===== config.mk =====
export PLATFORM = sky130hd
export DESIGN_NAME = fetch_sequencer
export DESIGN_NICKNAME = d
export VERILOG_FILES = /design/src/rtl/fetch_sequencer.sv
export SDC_FILE = /design/constraint.sdc
export NUM_CORES = 1
export LEC_CHECK = 0
export CAP_MARGIN = 20
export CORE_MARGIN = 2
export CORE_UTILIZATION = 40
export CTS_CLUSTER_DIAMETER = 150
export DETAILED_ROUTE_END_ITERATION = 8
export PLACE_DENSITY = 0.81
export SYNTH_ARGS = -nofsm -noshare
export SYNTH_HDL_FRONTEND = slang
export SYNTH_SLANG_ARGS = --single-unit

===== constraint.sdc =====
create_clock -name i_clk -period 2.4 [get_ports i_clk]
set_input_delay 0.48 -clock i_clk [delete_from_list [all_inputs] [get_ports i_clk]]
set_output_delay 0.48 -clock i_clk [all_outputs]
set_load 0.05 [all_outputs]

===== src/rtl/fetch_sequencer.sv =====
// rtl/fetch_sequencer.sv - instruction fetch handshake and next-PC sequencer
module fetch_sequencer #(
    parameter int                 ADDR_W   = 8,
    parameter int                 INSTR_W  = 16,
    parameter logic [ADDR_W-1:0]  RESET_PC = '0
) (
    input  logic                i_clk,
    input  logic                i_reset,
    output logic                o_imem_req,
    output logic [ADDR_W-1:0]   o_imem_addr,
    input  logic                i_imem_ack,
    input  logic [INSTR_W-1:0]  i_imem_rdata,
    output logic [INSTR_W-1:0]  o_instr,
    output logic                o_instr_valid,
    output logic [ADDR_W-1:0]   o_pc,
    output logic [ADDR_W-1:0]   o_pc_plus1,
    input  logic [2:0]          i_pcsrc,
    input  logic [ADDR_W-1:0]   i_branch_off,
    input  logic [ADDR_W-1:0]   i_jump_target,
    input  logic [ADDR_W-1:0]   i_reg_target,
    input  logic                i_stall,
    output logic                o_illegal
);

    typedef enum logic {
        S_FETCH = 1'b0,
        S_EXEC  = 1'b1
    } state_t;

    state_t              r_state;
    logic [ADDR_W-1:0]   r_pc;
    logic [INSTR_W-1:0]  r_instr;
    logic                r_req;
    logic                r_illegal;

    logic [ADDR_W-1:0]   w_pc_plus1;
    logic [ADDR_W-1:0]   w_next_pc;
    logic                w_reserved;

    assign w_pc_plus1 = r_pc + ADDR_W'(1);

    // Two's-complement add makes the signed branch offset wrap for free.
    always_comb begin
        w_next_pc  = w_pc_plus1;
        w_reserved = 1'b0;
        case (i_pcsrc)
            3'b000, 3'b001: w_next_pc = w_pc_plus1;
            3'b010:         w_next_pc = w_pc_plus1 + i_branch_off;
            3'b110:         w_next_pc = i_reg_target;
            3'b111:         w_next_pc = i_jump_target;
            default:        w_reserved = 1'b1;
        endcase
    end

    // The request flop resets low, so the cycle right after reset is a dead FETCH cycle.
    always_ff @(posedge i_clk or posedge i_reset) begin
        if (i_reset) begin
            r_state   <= S_FETCH;
            r_pc      <= RESET_PC;
            r_instr   <= '0;
            r_req     <= 1'b0;
            r_illegal <= 1'b0;
        end else begin
            r_illegal <= 1'b0;
            case (r_state)
                S_FETCH: begin
                    if (r_req && i_imem_ack) begin
                        r_instr <= i_imem_rdata;
                        r_req   <= 1'b0;
                        r_state <= S_EXEC;
                    end else begin
                        r_req   <= 1'b1;
                    end
                end
                S_EXEC: begin
                    if (!i_stall) begin
                        r_pc      <= w_next_pc;
                        r_req     <= 1'b1;
                        r_illegal <= w_reserved;
                        r_state   <= S_FETCH;
                    end
                end
                default: begin
                    r_state <= S_FETCH;
                    r_req   <= 1'b0;
                end
            endcase
        end
    end

    assign o_imem_req    = r_req;
    assign o_imem_addr   = r_pc;
    assign o_instr       = r_instr;
    assign o_instr_valid = (r_state == S_EXEC);
    assign o_pc          = r_pc;
    assign o_pc_plus1    = w_pc_plus1;
    assign o_illegal     = r_illegal;

endmodule


### Word-level counts from Yosys, hierarchy flattened

Index checks and enable logic that the tools add are counted.

| cells by class | value |
|---|---|
| add/sub/neg operators | 2 |
| equality and inequality tests | 5 |
| muxes and demuxes | 10 |
| bitwise gates (word level) | 2 |
| reductions and logical operators | 5 |

Operators with widths:

| operator | count |
|---|---|
| 8-bit one-hot mux with 3 select lines | 1 |
| 8-bit by 1-bit adder with 8-bit output (second input constant) | 1 |
| 8-bit adder | 1 |
| 1-bit two-way mux | 7 |
| 3-bit equality test (second input constant) | 2 |
| 5-bit OR reduction | 1 |
| 1-bit one-hot mux with 2 select lines | 2 |
| 2-bit AND reduction | 2 |
| 3-bit by 1-bit equality test with 1-bit output (second input constant) | 1 |
| 3-bit by 2-bit equality test with 1-bit output (second input constant) | 1 |
| 3-bit logical NOT | 1 |
| 2-bit inequality test (second input constant) | 1 |
| 1-bit NOT | 2 |
| 1-bit logical AND | 1 |

| storage, ports and cells | value |
|---|---|
| register bits after elaboration | 27 |
| input port bits | 47 |
| output and inout port bits | 43 |
| word-level logic and storage cells | 29 |

### Longest topological paths before layout

Gate-level depths: netlist of run 1.

| depth | value |
|---|---|
| depth after elaboration | 5 |
| mapped depth | 9 |
| depth with buffers taken out | 9 |

### Worst setup path after synthesis of run 1

Ideal clock, no wire load.

| path | value |
|---|---|
| kind | register to register |
| from | reg r_pc[1], in the netlist o_imem_addr[1] |
| to | reg r_pc[5], in the netlist o_imem_addr[5] |
| setup time | 0.143 ns |
| data arrival time | 3.155 ns |
| data required time | 2.257 ns |
| slack | -0.898 ns |
| cell stages (with the launch flop) | 10 |
| buffers on the path | 0 |
| period minus slack after synthesis | 3.298 ns |
| cell sequence | dfrtp_1 -> ha_1 -> nand3_1 -> xnor2_1 -> ha_1 -> a21oi_1 -> o21ai_0 -> xor2_1 -> a211oi_1 -> a211oi_1 |

| between the ends | value |
|---|---|
| longest elaborated chain between the ends | 3 |

RTL lines:

| element | RTL line | RTL |
|---|---|---|
| start, declared | 31 | `logic [ADDR_W-1:0] r_pc;` |
| start signal, assigned | 77 | `r_pc <= w_next_pc;` |
| 8-bit by 1-bit adder with 8-bit output | 40 | `assign w_pc_plus1 = r_pc + ADDR_W'(1);` |
| via o_pc_plus1[4] | 16 | `output logic [ADDR_W-1:0] o_pc_plus1,` |
| 8-bit adder | 48 | `3'b010: w_next_pc = w_pc_plus1 + i_branch_off;` |
| 8-bit one-hot mux with 3 select lines | 46 | `case (i_pcsrc)` |

The timed path passes the listed nets, and every way through them passes these cells.
A chain may end at the register's enable or synchronous reset.

### Final worst setup path of run 1

| path | value |
|---|---|
| from | reg r_pc[0], in the netlist o_imem_addr[0] |
| to | out o_pc_plus1[0] |

| between the ends | value |
|---|---|
| longest elaborated chain between the ends | 1 |

RTL lines:

| element | RTL line |
|---|---|
| 8-bit by 1-bit adder with 8-bit output | 40 |
| end, declared | 16 |

No other way between the ends.

==> flow_summary.ini, run 1 <==
[logic_synthesis]
synth-simple-area-share = 0.114
synthArstFlopShare = 1.00
synth-edff-count = 0
yosys_warnings = 0
post_synth_inst_count = 176
post_synth_xor_area_fraction = 0.0675
complex_gate_fraction_of_the_synthesized_area = 0.176
synth.net_count = 233
synth_top_family_by_area = compound AO/OA/AOI/OAI gates
library_cell_with_the_largest_summed_area_after_synthesis = dfrtp_1
most_used_standard_cells_in_the_synthesized_netlist = dfrtp_1 (27), a21oi_1 (13), nand2_1 (10)
synth-main-ff-cell = dfrtp_1
synth.ff_latch_count = 27
synth-seq-area-share = 0.384
post_synth_mux_area_share = 0.114
yosysUniqueCellTypes = 43
synth_area_leaders = dfrtp_1 (38%), ha_1 (6.4%), mux2_1 (5.1%)
syn-mean-instance-area_um2 = 10.0
synth_area_mm2 = 0.00176
synth_largest_type_area_fraction = 0.384
synthMostInstantiatedCell = dfrtp_1
yosys.area_share.adder = 0.0753

[floorplan]
floorplan.core_area_mm2 = 0.00429
die-area_mm2 = 0.00495
io_pins = 90
start_util = 0.410
fp.dieW_um = 70.3
std_cell_rows = 24
fp.dieH_um = 70.3

[clocking]
clock_sink_count = 27
tritoncts = yes
max-clock-path-buffers = 2
h_tree_depth = 1
insertion_delay_ns = 0.28
cts_root_buffer_type = clkbuf_8
worst_setup_hold_path_clk_slew_ns = 0.09
numCtsBuffers = 3

[critical_path]
crit_path_max_incr_delay_ns = 0.81
endpoint_kind = primary output
critPathSlowestCell = clkdlybuf4s50_1
startpoint_type = flop
critical_path_arrival_ns = 1.78
setup.worst_path.class = reg2out
critPathMaxFanout = 5
timing.critical_path.cells = buf_4 -> clkinvlp_4 -> clkdlybuf4s50_1
crit_required_ns = 1.92

[sta]
finalClockSkew_ns = 0.0114
final_max_slew_viols = 0
period_share = 0.940
final_number_of_setup_violating_endpoints = 0
setup-tns-final_ns = 0
timing.final.ws_setup_ns = 0.144
rsz0062_at_grt = no
max-slew-margin-rel = 0.628
finalHoldViolCount = 0
finalCriticalPeriod_ns = 2.26
timing.fmax_mhz = 443
worst-slew-pin-transition_ns = 0.554

[route]
dr.first_iter.drc_count = 85
detail_route.drc_violations = 0
antenna_violating_nets_remaining = 0
route.final.wire_length_mm = 4.68
drt-vias-per-instance = 5.23
detailedRoute.firstPassIterationCount = 4
routed_wire_length_per_instance_um = 14.7
vias = 1663

[flow_run]
max_cap_violations = 0

[placed_design]
placedInstanceArea_mm2 = 0.00290
place.gp.congestion = 0.872
dp_slack_ns = -0.0729
post-dp-hpwl_mm = 3.80
port-buffer-count = 89

[cells_and_area]
final_layout_size_suffix_gt1_frac = 0.214
nFillCells = 327
nNetsFinal = 324
finish.utilization = 0.691
fin_area_mm2 = 0.00297
n_antenna_cell = 0
syn2layout_area_growth_pct = 68.7

[power]
maximum_resistive_drop_on_vdd_mv = 1.43
seq_power_share = 0.193
part_of_the_power_in_combinational_logic = 0.751
leakagePower_uw = 0.00119
net_switching_uw = 2510
internal_power_uw = 2260
clockPowerShare = 0.056
power_density_mw_per_mm2 = 1610
p_sw_frac = 0.527

[global_routing]
grtUsageTotal = 0.193
first_pass_grt_wire_length_mm = 7.61
gr-total-overflow = 0
vias_in_the_first_global_route = 1577
grt_start_max_net_pins = 28
initial_antenna_violation_count = 0

[min_path]
hold_path_class = reg2reg

[outcome]
outcome = completed
## cell usage in the layout, fill, tap and decap left out, types with 3 or more instances in the layout
cell,count
a211oi_1,4
a21oi_1,13
a221oi_1,3
a31oi_1,3
and3_4,3
buf_12,4
buf_4,14
clkbuf_8,3
clkdlybuf4s50_1,82
dfrtp_1,21
dfrtp_2,5
ha_1,5
ha_4,4
inv_1,5
inv_2,3
mux2_1,8
mux2_2,8
nand2_1,10
nand3_1,6
nor2_1,6
nor2b_1,3
nor3_1,4
o21ai_0,3
o21ai_1,7
xnor2_1,3
xor2_1,3
xor2_4,3
## critical path, delay by kind of cell (launching register included)
family	cells	cell delay, ns
buf+inv	3	1.06
flops	1	0.45
## registers in the layout (all words and copies together) (netlist names)
name	flops
o_instr	16
o_imem_addr	8
o_illegal	1
o_imem_req	1
o_instr_valid	1
## through the flow
stage / power [µW] / cells / hold slack (ns)
after CTS: 4760 / 315 / 0.502
after global routing: 5000 / 318 / 0.512
after global placement: 4430 / 311 / 0.474
final: 4770 / 318 / 0.499
after floorplan: 3390 / 176 / 0.532
after detailed placement: 4470 / 311 / 0.480
## path summary, 6_finish.rpt
path | start | endpoint | slack (ns) | cells past startpoint
worst max register to register | o_imem_addr[1] | o_imem_addr[5] | 0.19 | 8
min in group asynchronous | i_reset | o_instr[13] | 0.55 | 3
worst max-delay path | o_imem_addr[0] | o_pc_plus1[0] | 0.14 | 3
worst min-delay path | o_instr[5] | o_instr[5] | 0.50 | 1
max in group asynchronous | i_reset | o_imem_addr[2] | 1.55 | 3
worst min register to register | o_instr[5] | o_instr[5] | 0.50 | 1
## power by group through the flow
stage	sequential (µW)	clock, µW	combinational (µW)
floorplan	1650	0	1740
global placement	920	0	3510
detailed placement	938	0	3530
CTS	928	280	3550
global route	963	291	3740
finish	922	265	3580
## logic make-up (layout without fill, tap and decap cells)
group | after synthesis | count (layout)
AOI/OAI and AO/OA | 48 | 48
xor gates and xnor gates | 12 | 12
adders and majority gates | 10 | 10
buffers and inverters | 23 | 113
DFF | 27 | 27
muxes | 18 | 18
and+or+nand+nor | 38 | 38
## cell type report
type                       instances  area, µm²  area share
multi-input combinational        126       1130       0.379
timing repair buffer             100       1010       0.339
inverter                           9       37.5      0.0126
tap                               52       65.1      0.0219
clock buffer                       3       41.3      0.0139
sequential                        27        686       0.231
clock inverter                     1       7.51     0.00253
## what timing repair did
action                     CTS  global route
gates resized for setup      0             1
setup endpoints to repair    0             1
hold buffers                 0             0
buffers inserted             0             3
## metal layers
layer  global-route usage  wire length, µm  vias to the layer above
met5                    0                0                        -
met4               0.0235               10                        0
met3               0.0346              251                        2
met2                0.336             2440                       56
met1                0.256             1980                      794
li1                     -                -                      811
(Power assumes the default switching activity.)
==> inputs of run 2 (changes only) <==
PLACE_DENSITY = not set   (was 0.81)
PLACE_DENSITY_LB_ADDON = 0.25   (was not set)
==> run 2 against run 1 <==
Net effect: via count fell by 0.96%; die area did not move; combinational power fell by 1%; cell count fell by 0.63%; sequential share of layout area rose by 0.15 points; count of clock-buffer cells in the layout rose by 1; global-route usage rose by 0.48 points; non-clock buffer count fell by 2; clock skew fell by 0.0048 ns; setup slack got worse by 0.0024 ns; total power fell by 1.1%.
==> flow_summary.ini, run 2 (synthesis results as in run 1) <==
[route]
dr.first_iter.drc_count = 60
vias = 1647
drt-vias-per-instance = 5.21
routed_wire_length_per_instance_um = 14.5
antenna_violating_nets_remaining = 0
route.final.wire_length_mm = 4.58
detailedRoute.firstPassIterationCount = 4
detail_route.drc_violations = 0

[clocking]
tritoncts = yes
numCtsBuffers = 3
worst_setup_hold_path_clk_slew_ns = 0.09
cts_root_buffer_type = clkbuf_8
hold_buf_count_cts = 0
insertion_delay_ns = 0.27
clock_sink_count = 27
max-clock-path-buffers = 2
h_tree_depth = 1

[global_routing]
gr-total-overflow = 0
first_pass_grt_wire_length_mm = 7.93
grtUsageTotal = 0.198
initial_antenna_violation_count = 0
grt_start_max_net_pins = 28
vias_in_the_first_global_route = 1700

[placed_design]
port-buffer-count = 89
place.detailed.instances = 311
dp_slack_ns = -0.0476
place.gp.congestion = 0.922
post-dp-hpwl_mm = 3.67

[cells_and_area]
nNetsFinal = 322
syn2layout_area_growth_pct = 67.6
largest_register_ffs = 16
n_antenna_cell = 0
final_cell_count_no_fill = 316
final_layout_size_suffix_gt1_frac = 0.205
most_frequent_standard_cell_in_the_layout_excluding_fill_and_tap_cells = clkdlybuf4s50_1
most-common-layout-cells = clkdlybuf4s50_1 (82), dfrtp_1 (21), a21oi_1 (13)

[critical_path]
critPathMaxFanout = 4
timing.critical_path.cells = buf_4 -> clkinvlp_4 -> clkdlybuf4s50_1
crit_required_ns = 1.92
crit_end = o_pc_plus1[0]
endpoint_kind = primary output
reg2reg_slack_ns = 0.16
regToRegStartpoint = o_imem_addr[2]
startpoint_type = flop
reg2reg_depth = 8
timing.rr.end = o_imem_addr[5]
critPathSlowestCell = clkdlybuf4s50_1
critical_path_arrival_ns = 1.78
critPathLaunch = o_imem_addr[0]
setup.worst_path.class = reg2out
crit_path_max_incr_delay_ns = 0.81

[floorplan]
die-area_mm2 = 0.00495
std_cell_rows = 24
fp.dieW_um = 70.3
floorplan.core_area_mm2 = 0.00429
io_pins = 90
fp.dieH_um = 70.3
start_util = 0.410

[min_path]
whs_path_depth = 1
startpoint_of_the_most_critical_hold_path = o_instr[7]
hold_path_class = reg2reg

[power]
power_density_mw_per_mm2 = 1600
maximum_resistive_drop_on_vdd_mv = 1.32
leakagePower_uw = 0.00118

[outcome]
outcome = completed

[sta]
setup-tns-final_ns = 0
whs_ns = 0.504
rsz0062_at_grt = no
period_share = 0.941
worst-slew-pin-transition_ns = 0.516
finalClockSkew_ns = 0.00660
final_number_of_setup_violating_endpoints = 0
timing.final.ws_setup_ns = 0.141
finalCriticalPeriod_ns = 2.26
max-slew-margin-rel = 0.655
final_max_slew_viols = 0
timing.fmax_mhz = 443
finalHoldViolCount = 0

[flow_run]
max_cap_violations = 0
==> run 2: changes by cell type in the layout (fill, tap and decap cells not counted) <==
cell | before | now
clkinvlp_4 | 2 | 1
o21ai_1 | 7 | 6
buf_4 | 14 | 12
o21ai_0 | 3 | 4
clkbuf_1 | 0 | 1
==> run 2: layout make-up <==
class / instances / area [µm²]
clock buffer: 4 / 45.0
fill: 358 / 1340
inverter: 9 / 37.5
multi-input combinational: 126 / 1130
sequential: 27 / 686
tap: 52 / 65.1
timing repair buffer: 98 / 991
==> run 2: worst min path at each step <==
stage          slack, ns          to
2_1_floorplan       0.53   o_illegal
3_3_place_gp        0.47  o_instr[1]
3_5_place_dp        0.49  o_instr[7]
4_1_cts             0.51  o_instr[6]
5_1_grt             0.53  o_instr[8]
6_report            0.50  o_instr[7]
==> run 2: per-layer routing <==
metal | wire, µm | track usage
met5 | 0 | 0
met4 | 46 | 0.0342
met3 | 306 | 0.0346
met2 | 2230 | 0.333
met1 | 2000 | 0.269
==> run 2: worst max-delay path, delay by kind of cell (launching register included) <==
family | cells | cell delay, ns
buf+inv | 3 | 1.07
flops | 1 | 0.44
==> run 2: where the power goes <==
group	total [µW]	switching, µW	internal [µW]
Sequential	911	233	678
Clock	264	145	119
Combinational	3540	2110	1430
==> run 2: what timing repair did <==
action                     in CTS  in global routing
buffers inserted                0                  1
resized for setup               0                  0
setup endpoints to repair       0                  1
==> run 2: through the flow <==
stage | power, µW | util | cell area, µm²
final | 4710 | 0.687 | 2950
after global routing | 4990 | 0.687 | 2950
after CTS | 4740 | 0.685 | 2940
after detailed placement | 4460 | 0.675 | 2900
after global placement | 4420 | 0.675 | 2900
after floorplan | 3390 | - | 1940
==> inputs of run 3 (changes only) <==
ABC_CLOCK_PERIOD_IN_PS = 2400   (was not set)
CTS_CLUSTER_SIZE = 16   (was not set)
SETUP_SLACK_MARGIN = 0.5   (was not set)
==> run 3 against run 2 <==
Net effect: non-clock buffer count is 16 higher; core utilization increased by 5.1 points; largest cell class unchanged; routed wire length grew 10%; sequential power decreased by 4.2%; largest power group unchanged; via count rose by 8.5%; sequential share of layout area down 1.5 points; critical path depth up 5; global-route usage decreased by 0.18 points; die area is the same; critical endpoint is now o_imem_addr[6].
==> flow_summary.ini, run 3 (synthesis results as in run 1) <==
[route]
detailedRoute.firstPassIterationCount = 4
dr.first_iter.drc_count = 95
antenna_violating_nets_remaining = 0
route.final.wire_length_mm = 5.04
routed_wire_length_per_instance_um = 15.2
vias = 1787
detail_route.drc_violations = 0
drt-vias-per-instance = 5.38

[global_routing]
grt_start_max_net_pins = 28
initial_antenna_violation_count = 0
vias_in_the_first_global_route = 1714
grtUsageTotal = 0.196
first_pass_grt_wire_length_mm = 7.89
gr-total-overflow = 0

[sta]
finalHoldViolCount = 0
worst-slew-pin-transition_ns = 0.510
max-slew-margin-rel = 0.661
final_max_slew_viols = 0
finalCriticalPeriod_ns = 2.21
period_share = 0.922
rsz0062_at_grt = yes
timing.final.ws_setup_ns = 0.188
finalClockSkew_ns = 0.00176
final_number_of_setup_violating_endpoints = 0
timing.fmax_mhz = 452

[critical_path]
setup.worst_path.class = reg2reg
critical_path_arrival_ns = 2.40
crit_required_ns = 2.59
critPathMaxFanout = 4
critPathSlowestCell = dfrtp_2
crit_path_max_incr_delay_ns = 0.45
endpoint_kind = flop
startpoint_type = flop
reg2reg_slack_ns = 0.19
timing.critical_path.cells = clkinvlp_4 -> ha_4 -> fa_2 -> a21o_1 -> a21oi_2 -> nor2b_2 -> or3_1 -> a32oi_1

[placed_design]
dp_slack_ns = -0.0442
post-dp-hpwl_mm = 3.69
placedInstanceArea_mm2 = 0.00293
port-buffer-count = 89
place.gp.congestion = 0.847

[clocking]
h_tree_depth = 1
numCtsBuffers = 3
max-clock-path-buffers = 2
insertion_delay_ns = 0.27
worst_setup_hold_path_clk_slew_ns = 0.09
clock_sink_count = 27
cts_root_buffer_type = clkbuf_8
tritoncts = yes

[cells_and_area]
finish.utilization = 0.738
syn2layout_area_growth_pct = 80.0
nNetsFinal = 338
most-common-layout-cells = clkdlybuf4s50_1 (45), dlygate4sd2_1 (32), buf_4 (24)
most_frequent_standard_cell_in_the_layout_excluding_fill_and_tap_cells = clkdlybuf4s50_1
largest_register_ffs = 16
fin_area_mm2 = 0.00317
final_layout_size_suffix_gt1_frac = 0.321
n_antenna_cell = 0

[min_path]
hold_path_class = reg2reg

[power]
power_density_mw_per_mm2 = 1590
maximum_resistive_drop_on_vdd_mv = 1.24
leakagePower_uw = 0.00134

[floorplan]
std_cell_rows = 24
io_pins = 90
start_util = 0.410
die-area_mm2 = 0.00495
fp.dieW_um = 70.3
fp.dieH_um = 70.3
floorplan.core_area_mm2 = 0.00429

[outcome]
outcome = completed

[flow_run]
max_cap_violations = 0
run 3: worst paths after layout:
path / from / end / depth (start not counted)
worst min-delay path: o_instr[0] / o_instr[0] / 1
worst max register to register: o_imem_addr[0] / o_imem_addr[6] / 8
worst max-delay path: o_imem_addr[0] / o_imem_addr[6] / 8
max in group asynchronous: i_reset / o_imem_addr[2] / 3
min in group asynchronous: i_reset / o_instr[8] / 3
worst min register to register: o_instr[0] / o_instr[0] / 1
run 3: layer usage:
layer / up-vias / track usage / share of wire
met5: - / 0 / 0
met4: 0 / 0.0321 / 0.013
met3: 8 / 0.0390 / 0.054
met2: 62 / 0.348 / 0.52
met1: 868 / 0.249 / 0.41
li1: 849 / - / -
run 3: report_power, final:
group	total [µW]	switching (µW)	internal (µW)
combinational	3920	2330	1580
clock	256	137	119
sequential	873	191	682
run 3: critical path: cells and delay by family, from the launching register on:
kind,cells,cell delay (ns)
adders and majority gates,2,0.55
and+or+nand+nor,2,0.40
buffers and inverters,1,0.14
DFF,1,0.45
AOI/OAI and AO/OA,3,0.58
run 3: cell type report:
type                            count  area (µm²)
Clock buffer                        4        45.0
Fill cell                         332        1130
Inverter                            9        37.5
Multi-Input combinational cell    126        1250
Sequential cell                    27         688
Tap cell                           52        65.1
Timing Repair Buffer              114        1080
run 3: what timing repair did:
item | in CTS | in global routing
setup buffers | 11 | 6
endpoints found under the setup margin | 47 | 17
cloned | 0 | 0
gates resized for setup | 43 | 20
pin swaps | 16 | 20
hold buffers | 0 | 0
run 3: through the flow:
stage	total power, µW	std cells	hold slack (ns)	TNS [ns]
4_1_cts	4830	326	0.496	0
5_1_grt	5300	332	0.513	0
2_1_floorplan	3440	176	0.532	-0.204
3_3_place_gp	4460	311	0.472	-0.0197
3_5_place_dp	4500	311	0.481	-0.0559
6_report	5050	332	0.496	0
